$ cat src/rtl/div_unit.sv
// Iterative radix-2 restoring divider for RV32M DIV/DIVU/REM/REMU, driving the register file write port.
// Optional macro DIV_FAST_SPECIAL_EN: divide-by-zero and signed overflow skip the iteration phase.
module div_unit #(
    parameter int XLEN       = 32,
    parameter int REG_ADDR_W = 5
) (
    input  logic                  clk,
    input  logic                  reset,
    input  logic                  start,
    input  logic [1:0]            op,
    input  logic [XLEN-1:0]       rs1_data,
    input  logic [XLEN-1:0]       rs2_data,
    input  logic [REG_ADDR_W-1:0] rd_addr,
    output logic                  busy,
    output logic                  done,
    output logic                  rg_wrt_en,
    output logic [REG_ADDR_W-1:0] rg_wrt_addr,
    output logic [XLEN-1:0]       rg_wrt_data
);

    localparam int CNT_W = (XLEN > 1) ? $clog2(XLEN) : 1;
    localparam logic [CNT_W-1:0] LAST_STEP = CNT_W'(XLEN - 1);
    localparam logic [XLEN-1:0] MOST_NEG = {1'b1, {(XLEN-1){1'b0}}};

    typedef enum logic [1:0] {IDLE, CALC, FIX, DONE} state_t;

    state_t                  state;
    logic [CNT_W-1:0]        count;
    logic [1:0]              op_q;
    logic [REG_ADDR_W-1:0]   rd_q;
    logic [XLEN-1:0]         quo;
    logic [XLEN-1:0]         rem;
    logic [XLEN-1:0]         divisor;
    logic [XLEN-1:0]         dividend_raw;
    logic                    neg_quo;
    logic                    neg_rem;
    logic                    div_zero;
    logic                    overflow;
`ifdef DIV_FAST_SPECIAL_EN
    logic                    fix_hold;
`endif

    logic                    rs1_neg;
    logic                    rs2_neg;
    logic [XLEN-1:0]         rs1_mag;
    logic [XLEN-1:0]         rs2_mag;
    logic                    in_div_zero;
    logic                    in_overflow;
    logic [XLEN:0]           shifted;
    logic [XLEN:0]           trial;
    logic [XLEN-1:0]         quo_fix;
    logic [XLEN-1:0]         rem_fix;
    logic [XLEN-1:0]         result;

    // Operand preparation: signed ops (op[0]=0) divide magnitudes and fix signs afterwards.
    always_comb begin
        rs1_neg     = ~op[0] & rs1_data[XLEN-1];
        rs2_neg     = ~op[0] & rs2_data[XLEN-1];
        rs1_mag     = rs1_neg ? (~rs1_data + 1'b1) : rs1_data;
        rs2_mag     = rs2_neg ? (~rs2_data + 1'b1) : rs2_data;
        in_div_zero = (rs2_data == '0);
        in_overflow = ~op[0] & (rs1_data == MOST_NEG) & (rs2_data == '1);
    end

    // One restoring step; the remainder stays below the divisor so XLEN bits hold it.
    always_comb begin
        shifted = {rem, quo[XLEN-1]};
        trial   = shifted - {1'b0, divisor};
    end

    always_comb begin
        quo_fix = neg_quo ? (~quo + 1'b1) : quo;
        rem_fix = neg_rem ? (~rem + 1'b1) : rem;
        result  = op_q[1] ? rem_fix : quo_fix;
        if (div_zero) begin
            result = op_q[1] ? dividend_raw : '1;
        end else if (overflow) begin
            result = op_q[1] ? '0 : MOST_NEG;
        end
    end

    always_ff @(posedge clk) begin
        if (reset) begin
            state        <= IDLE;
            count        <= '0;
            op_q         <= '0;
            rd_q         <= '0;
            quo          <= '0;
            rem          <= '0;
            divisor      <= '0;
            dividend_raw <= '0;
            neg_quo      <= 1'b0;
            neg_rem      <= 1'b0;
            div_zero     <= 1'b0;
            overflow     <= 1'b0;
            busy         <= 1'b0;
            done         <= 1'b0;
            rg_wrt_en    <= 1'b0;
            rg_wrt_addr  <= '0;
            rg_wrt_data  <= '0;
`ifdef DIV_FAST_SPECIAL_EN
            fix_hold     <= 1'b0;
`endif
        end else begin
            case (state)
                IDLE: begin
                    if (start) begin
                        op_q         <= op;
                        rd_q         <= rd_addr;
                        quo          <= rs1_mag;
                        rem          <= '0;
                        divisor      <= rs2_mag;
                        dividend_raw <= rs1_data;
                        neg_quo      <= rs1_neg ^ rs2_neg;
                        neg_rem      <= rs1_neg;
                        div_zero     <= in_div_zero;
                        overflow     <= in_overflow;
                        busy         <= 1'b1;
                        count        <= '0;
                        state        <= CALC;
`ifdef DIV_FAST_SPECIAL_EN
                        // The extra FIX cycle keeps the write two edges after start.
                        if (in_div_zero || in_overflow) begin
                            state    <= FIX;
                            fix_hold <= 1'b1;
                        end
`endif
                    end
                end
                CALC: begin
                    if (!trial[XLEN]) begin
                        rem <= trial[XLEN-1:0];
                        quo <= {quo[XLEN-2:0], 1'b1};
                    end else begin
                        rem <= shifted[XLEN-1:0];
                        quo <= {quo[XLEN-2:0], 1'b0};
                    end
                    count <= count + 1'b1;
                    if (count == LAST_STEP) begin
                        state <= FIX;
                    end
                end
                FIX: begin
`ifdef DIV_FAST_SPECIAL_EN
                    if (fix_hold) fix_hold <= 1'b0; else
`endif
                    begin
                        rg_wrt_data <= result;
                        rg_wrt_addr <= rd_q;
                        rg_wrt_en   <= (rd_q != '0);
                        done        <= 1'b1;
                        state       <= DONE;
                    end
                end
                DONE: begin
                    done      <= 1'b0;
                    rg_wrt_en <= 1'b0;
                    busy      <= 1'b0;
                    state     <= IDLE;
                end
                default: state <= IDLE;
            endcase
        end
    end

endmodule
$ cat config.mk
export PLATFORM = sky130hd
export DESIGN_NAME = div_unit
export DESIGN_NICKNAME = d
export VERILOG_FILES = /design/src/rtl/div_unit.sv
export SDC_FILE = /design/constraint.sdc
export NUM_CORES = 1
export LEC_CHECK = 0
export CAP_MARGIN = 10
export CELL_PAD_IN_SITES_DETAIL_PLACEMENT = 1
export CELL_PAD_IN_SITES_GLOBAL_PLACEMENT = 1
export CORE_ASPECT_RATIO = 0.5
export CORE_UTILIZATION = 43
export CTS_BUF_LIST = sky130_fd_sc_hd__clkbuf_4 sky130_fd_sc_hd__clkbuf_8 sky130_fd_sc_hd__clkbuf_16
export DETAILED_ROUTE_END_ITERATION = 6
export GPL_ROUTABILITY_DRIVEN = 0
export PLACE_DENSITY = 0.81
export SLEW_MARGIN = 25
export SYNTH_ARGS = -nofsm -noshare
export SYNTH_HDL_FRONTEND = slang
export SYNTH_SLANG_ARGS = --single-unit
export TNS_END_PERCENT = 30
$ cat constraint.sdc
create_clock -name clk -period 4.7 [get_ports clk]
set_input_delay 1.41 -clock clk [delete_from_list [all_inputs] [get_ports clk]]
set_output_delay 1.41 -clock clk [all_outputs]
set_load 0.005 [all_outputs]
==> Implementation_results.wiki <==
{| class="wikitable"
! Metric !! Value
|-
| Placed Cells || around 2000
|-
| Share of total power in combinational logic || about 43%
|-
| Die area || about 0.029 sq mm
|-
| Nature of the critical path startpoint || input pin
|-
| Buffers added on ports || approximately 110
|-
| Count of unique library cells instantiated by Yosys || 72
|-
| CP most frequent cell || sky130_fd_sc_hd__nor4_1
|-
| Number of primary I/O pins || ~110
|-
| Non-Filler Instances || between 2000 and 2500
|-
| CTS tree || done
|-
| Clock buffers created by TritonCTS || 17
|-
| H-tree lvl count || 4
|-
| Total power || approximately 7100 uW
|-
| Max IR drop VDD || approximately 290 uV
|-
| Overall Global Routing Usage || between 30% and 40%
|-
| Clock slew seen by the registers of the worst setup and hold paths || 0.08 ns
|-
| Buffer levels on the longest clock path || 2
|-
| Top_reg_cell synth || sky130_fd_sc_hd__dfxtp_1
|-
| Cell family with the largest share of critical-path delay || simple AND/OR/NAND/NOR gates
|-
| Unrepaired setup endpoints after global routing || no
|-
| Wire per inst || ~21 um
|-
| Design Area, Final || between 0.01 and 0.015 sq mm
|-
| Total number of vias || roughly 12000
|-
| Hold Startpoint || dividend_raw[31]$_SDFFE_PP0P_
|-
| Power Density || around 500 mW/mm^2
|-
| Total global routing overflow || 0
|-
| Stage delay of the slowest cell on the critical path || between 0.6 and 0.7 ns
|-
| Synthesis warning total || 0
|-
| Fin crit share || ~90%
|-
| Worst clock skew || between 0.01 and 0.015 ns
|-
| Ordered list of cells on the worst path || clkdlybuf4s50_1 -> or4_1 -> nor4_1 -> buf_4 -> and3_1 -> nand3_1 -> nor4_1 -> a21oi_1 -> or3b_2 -> a221oi_1
|-
| Cell taking the most area after synthesis || sky130_fd_sc_hd__dfxtp_1
|-
| Placed wire-length estimate || roughly 32 mm
|-
| Post-synth EDFFs || 0
|-
| Maximum Capacitance Violations || 0
|-
| Row cnt || 42
|-
| Arrival time at the worst endpoint || 4.59 ns
|-
| Initial antenna violation count || 3
|-
| First-pass iteration count of the detailed router || 5
|-
| Classification of the worst-slack hold path || reg -> reg
|-
| Worst flop-to-flop path startpoint || quo[31]$_SDFFE_PP0P_
|-
| Final nets || 1776
|-
| Layout-stage area growth over the synthesis result || 17.9%
|-
| Fillcell total || 3351
|-
| Final Hold Violating Endpoints || 0
|-
| Result of the run || finished, final reports clean
|-
| Relative contribution of sequential cells to total power || 33.0%
|-
| Effective utilization at floorplan || 44.6%
|-
| Type of destination of the critical path || register
|-
| Routed WL || 43.6 mm
|-
| Core Region || 0.0269 sq mm
|-
| Cell-internal power || between 4000 and 5000 uW
|-
| Number of nets still failing antenna checks after routing || 0
|-
| Total count of max-transition violations in the final report || 0
|-
| Horizontal die dimension || between 200 and 250 um
|-
| Launching element of the worst setup path || rs1_data[11]
|-
| Quantity of hold-fixing buffers added after cts || 0
|-
| Number of remaining DRC errors || 0
|-
| Static leakage power || around 0.0054 uW
|-
| Vias per Instance || roughly 6
|-
| Number of buffers inserted by post-CTS setup repair || 0
|-
| Synthesized flop and latch total || 185
|-
| Setup TNS || 0 ns
|-
| Post-placement cell area || ~0.013 sq mm
|-
| Mapped Nets || ~1700
|-
| Share of synthesized flip-flops with an asynchronous set or reset || 0%
|-
| Source-to-sink clock delay at the later pin of the worst-skew pair || around 0.46 ns
|-
| Slew headroom || about a third
|-
| Most common cell after layout, fill and taps aside || sky130_fd_sc_hd__nand2_1
|-
| Fraction of synthesized cell area taken by the top area cell type || between 30% and 40%
|-
| Clk network pwr share || 24.1%
|-
| Clock period minus final worst setup slack || around 4.2 ns
|-
| Transition at the pin with the smallest max-transition slack || ~0.97 ns
|-
| Post-Synthesis Cells || around 1600
|-
| Die height || 120 um
|-
| Share of the yosys chip area belonging to registers || 30.9%
|-
| Required arrival time at the worst endpoint || 5.07 ns
|-
| Switching power as a share of total power || between 40% and 50%
|-
| Global-route wire length before repair || 68.4 mm
|-
| Cts repair resizes || 0
|-
| Netlist area before placement || 0.0120 sq mm
|-
| Violation count after the first detailed-routing iteration || between 900 and 1000
|-
| Pin count of the biggest net entering global routing || between 80 and 90
|-
| # setup viols final || 0
|-
| Maximum fanout along the worst path || 5
|-
| Category of the most critical setup path || in -> reg
|-
| Leading cell types in the layout, fill and taps excluded || 259 x sky130_fd_sc_hd__nand2_1, 184 x sky130_fd_sc_hd__dfxtp_1, 159 x sky130_fd_sc_hd__a21oi_1
|-
| Vias in the first global route || roughly 12000
|-
| Largest cells by area after synthesis || sky130_fd_sc_hd__dfxtp_1 31%, sky130_fd_sc_hd__nand2_1 8.1%, sky130_fd_sc_hd__a21oi_1 6.6%, sky130_fd_sc_hd__xnor2_1 6.1%, sky130_fd_sc_hd__o21ai_0 5.3%
|-
| Average size of a mapped cell || around 7.5 sq um
|-
| Fraction of final layout cells with drive strength greater than 1 || approximately 5.7%
|-
| Buffer and inverter count on the worst path || 2
|-
| Fmax || about 240 MHz
|-
| Sw Pwr || 3020 uW
|-
| Number of clock sinks || 185
|-
| Clock root buffer || sky130_fd_sc_hd__clkbuf_16
|-
| Crit-path slowest cell || sky130_fd_sc_hd__or4_1
|}
==> synthesized netlist by cell type, types with 5 or more instances <==
cell,n
sky130_fd_sc_hd__o311ai_0,5
sky130_fd_sc_hd__nor3_1,25
sky130_fd_sc_hd__dfxtp_1,185
sky130_fd_sc_hd__a21o_1,21
sky130_fd_sc_hd__a211oi_1,26
sky130_fd_sc_hd__a311oi_1,8
sky130_fd_sc_hd__o41ai_1,11
sky130_fd_sc_hd__xnor2_1,83
sky130_fd_sc_hd__nor2_1,127
sky130_fd_sc_hd__and4_1,5
sky130_fd_sc_hd__a221oi_1,9
sky130_fd_sc_hd__ha_1,43
sky130_fd_sc_hd__a22oi_1,9
sky130_fd_sc_hd__o21ai_0,126
sky130_fd_sc_hd__nand3_1,16
sky130_fd_sc_hd__or2_2,9
sky130_fd_sc_hd__or4_1,14
sky130_fd_sc_hd__o211ai_1,22
sky130_fd_sc_hd__nand2_1,260
sky130_fd_sc_hd__mux2i_1,39
sky130_fd_sc_hd__xor2_1,54
sky130_fd_sc_hd__a21boi_0,8
sky130_fd_sc_hd__nand2b_1,10
sky130_fd_sc_hd__a21oi_1,159
sky130_fd_sc_hd__nand4_1,11
sky130_fd_sc_hd__nor2b_1,10
sky130_fd_sc_hd__clkbuf_1,87
sky130_fd_sc_hd__inv_1,59
sky130_fd_sc_hd__a31oi_1,7
sky130_fd_sc_hd__o31ai_1,26
sky130_fd_sc_hd__and3_1,7
sky130_fd_sc_hd__nor4_1,11
sky130_fd_sc_hd__a32oi_1,6
sky130_fd_sc_hd__buf_1,6
sky130_fd_sc_hd__mux2_2,5
sky130_fd_sc_hd__o22ai_1,6
sky130_fd_sc_hd__or3_1,22
==> layer usage <==
metal	vias to the layer above	global-route usage (%)	wire length, um
met1	6141	41.6	20100
met2	316	49.8	20200
met3	52	5.80	2600
met4	0	7.45	629
li1	5778	-	-
met5	-	0	0
==> flip-flops by register name (all words and copies together) (netlist names) <==
register and cells:
rg_wrt_addr 5, rg_wrt_en 1, quo 32, divisor 32
dividend_raw 32, rg_wrt_data 32, overflow 1, neg_rem 1
rem 32, busy 1, neg_quo 1, count 5
op_q 1, state 2, done 1, rd_q 5
div_zero 1
==> worst paths after layout <==
kind | end | slack, ns | cells past startpoint
hold reg to reg | dividend_raw[31]$_SDFFE_PP0P_ | 0.46 | 2
setup / recovery | quo[31]$_SDFFE_PP0P_ | 0.49 | 10
hold / removal | dividend_raw[31]$_SDFFE_PP0P_ | 0.46 | 2
setup reg to reg | rem[23]$_SDFFE_PP0P_ | 0.70 | 15
==> power groups by stage <==
stage	sequential, uW	clock, uW	combinational (uW)
floorplan	2170	0	2080
global placement	2310	0	2820
detailed placement	2330	0	2970
CTS	2310	1710	3000
global route	2360	1770	3310
finish	2330	1700	3030
==> per-stage QoR <==
step / setup WS, ns / utilization [%] / hold slack (ns)
final: 0.485 / 52.6 / 0.457
after global routing: 0.218 / 52.6 / 0.483
after floorplan: 0.876 / - / 0.432
after detailed placement: 0.0379 / 50.0 / 0.450
after CTS: 0.519 / 52.6 / 0.461
after global placement: 0.156 / 50.0 / 0.438
==> layout make-up <==
class	instances	area (sq um)	area share, %
diodes	2	5.00	0.0354
clock buffers	20	467	3.30
clock inverters	12	209	1.48
inverters	60	225	1.59
multi-input cells	1253	7720	54.5
flip-flops and latches	185	3700	26.2
well taps	374	468	3.31
repair buffers	141	1350	9.55
==> worst reg2reg max path, stage by stage (launching register included) <==
cell and delay, ns:
sky130_fd_sc_hd__dfxtp_1 0.46, sky130_fd_sc_hd__inv_1 0.18, sky130_fd_sc_hd__ha_1 0.27, sky130_fd_sc_hd__fa_1 0.40, sky130_fd_sc_hd__nand2b_1 0.17, sky130_fd_sc_hd__a21oi_1 0.26, sky130_fd_sc_hd__o21ai_0 0.25, sky130_fd_sc_hd__nand3b_1 0.18
sky130_fd_sc_hd__a21oi_1 0.12, sky130_fd_sc_hd__o31ai_1 0.28, sky130_fd_sc_hd__buf_4 0.19, sky130_fd_sc_hd__a311oi_1 0.12, sky130_fd_sc_hd__nor3_2 0.31, sky130_fd_sc_hd__buf_12 0.26, sky130_fd_sc_hd__mux2_2 0.36, sky130_fd_sc_hd__o21ai_0 0.12
==> cells by family (layout without fill, tap and decap cells) <==
family                     Yosys count  after routing  synth area share (%)
muxes                               44             44                  3.72
other                                0              2                     0
and+or+nand+nor                    546            546                  20.7
AOI/OAI and AO/OA                  482            482                  25.0
DFF                                185            185                  30.9
adders and majority gates           44             44                  4.65
xor gates and xnor gates           137            137                  10.0
buffers and inverters              158            233                  5.02
(Power assumes the default switching activity.)
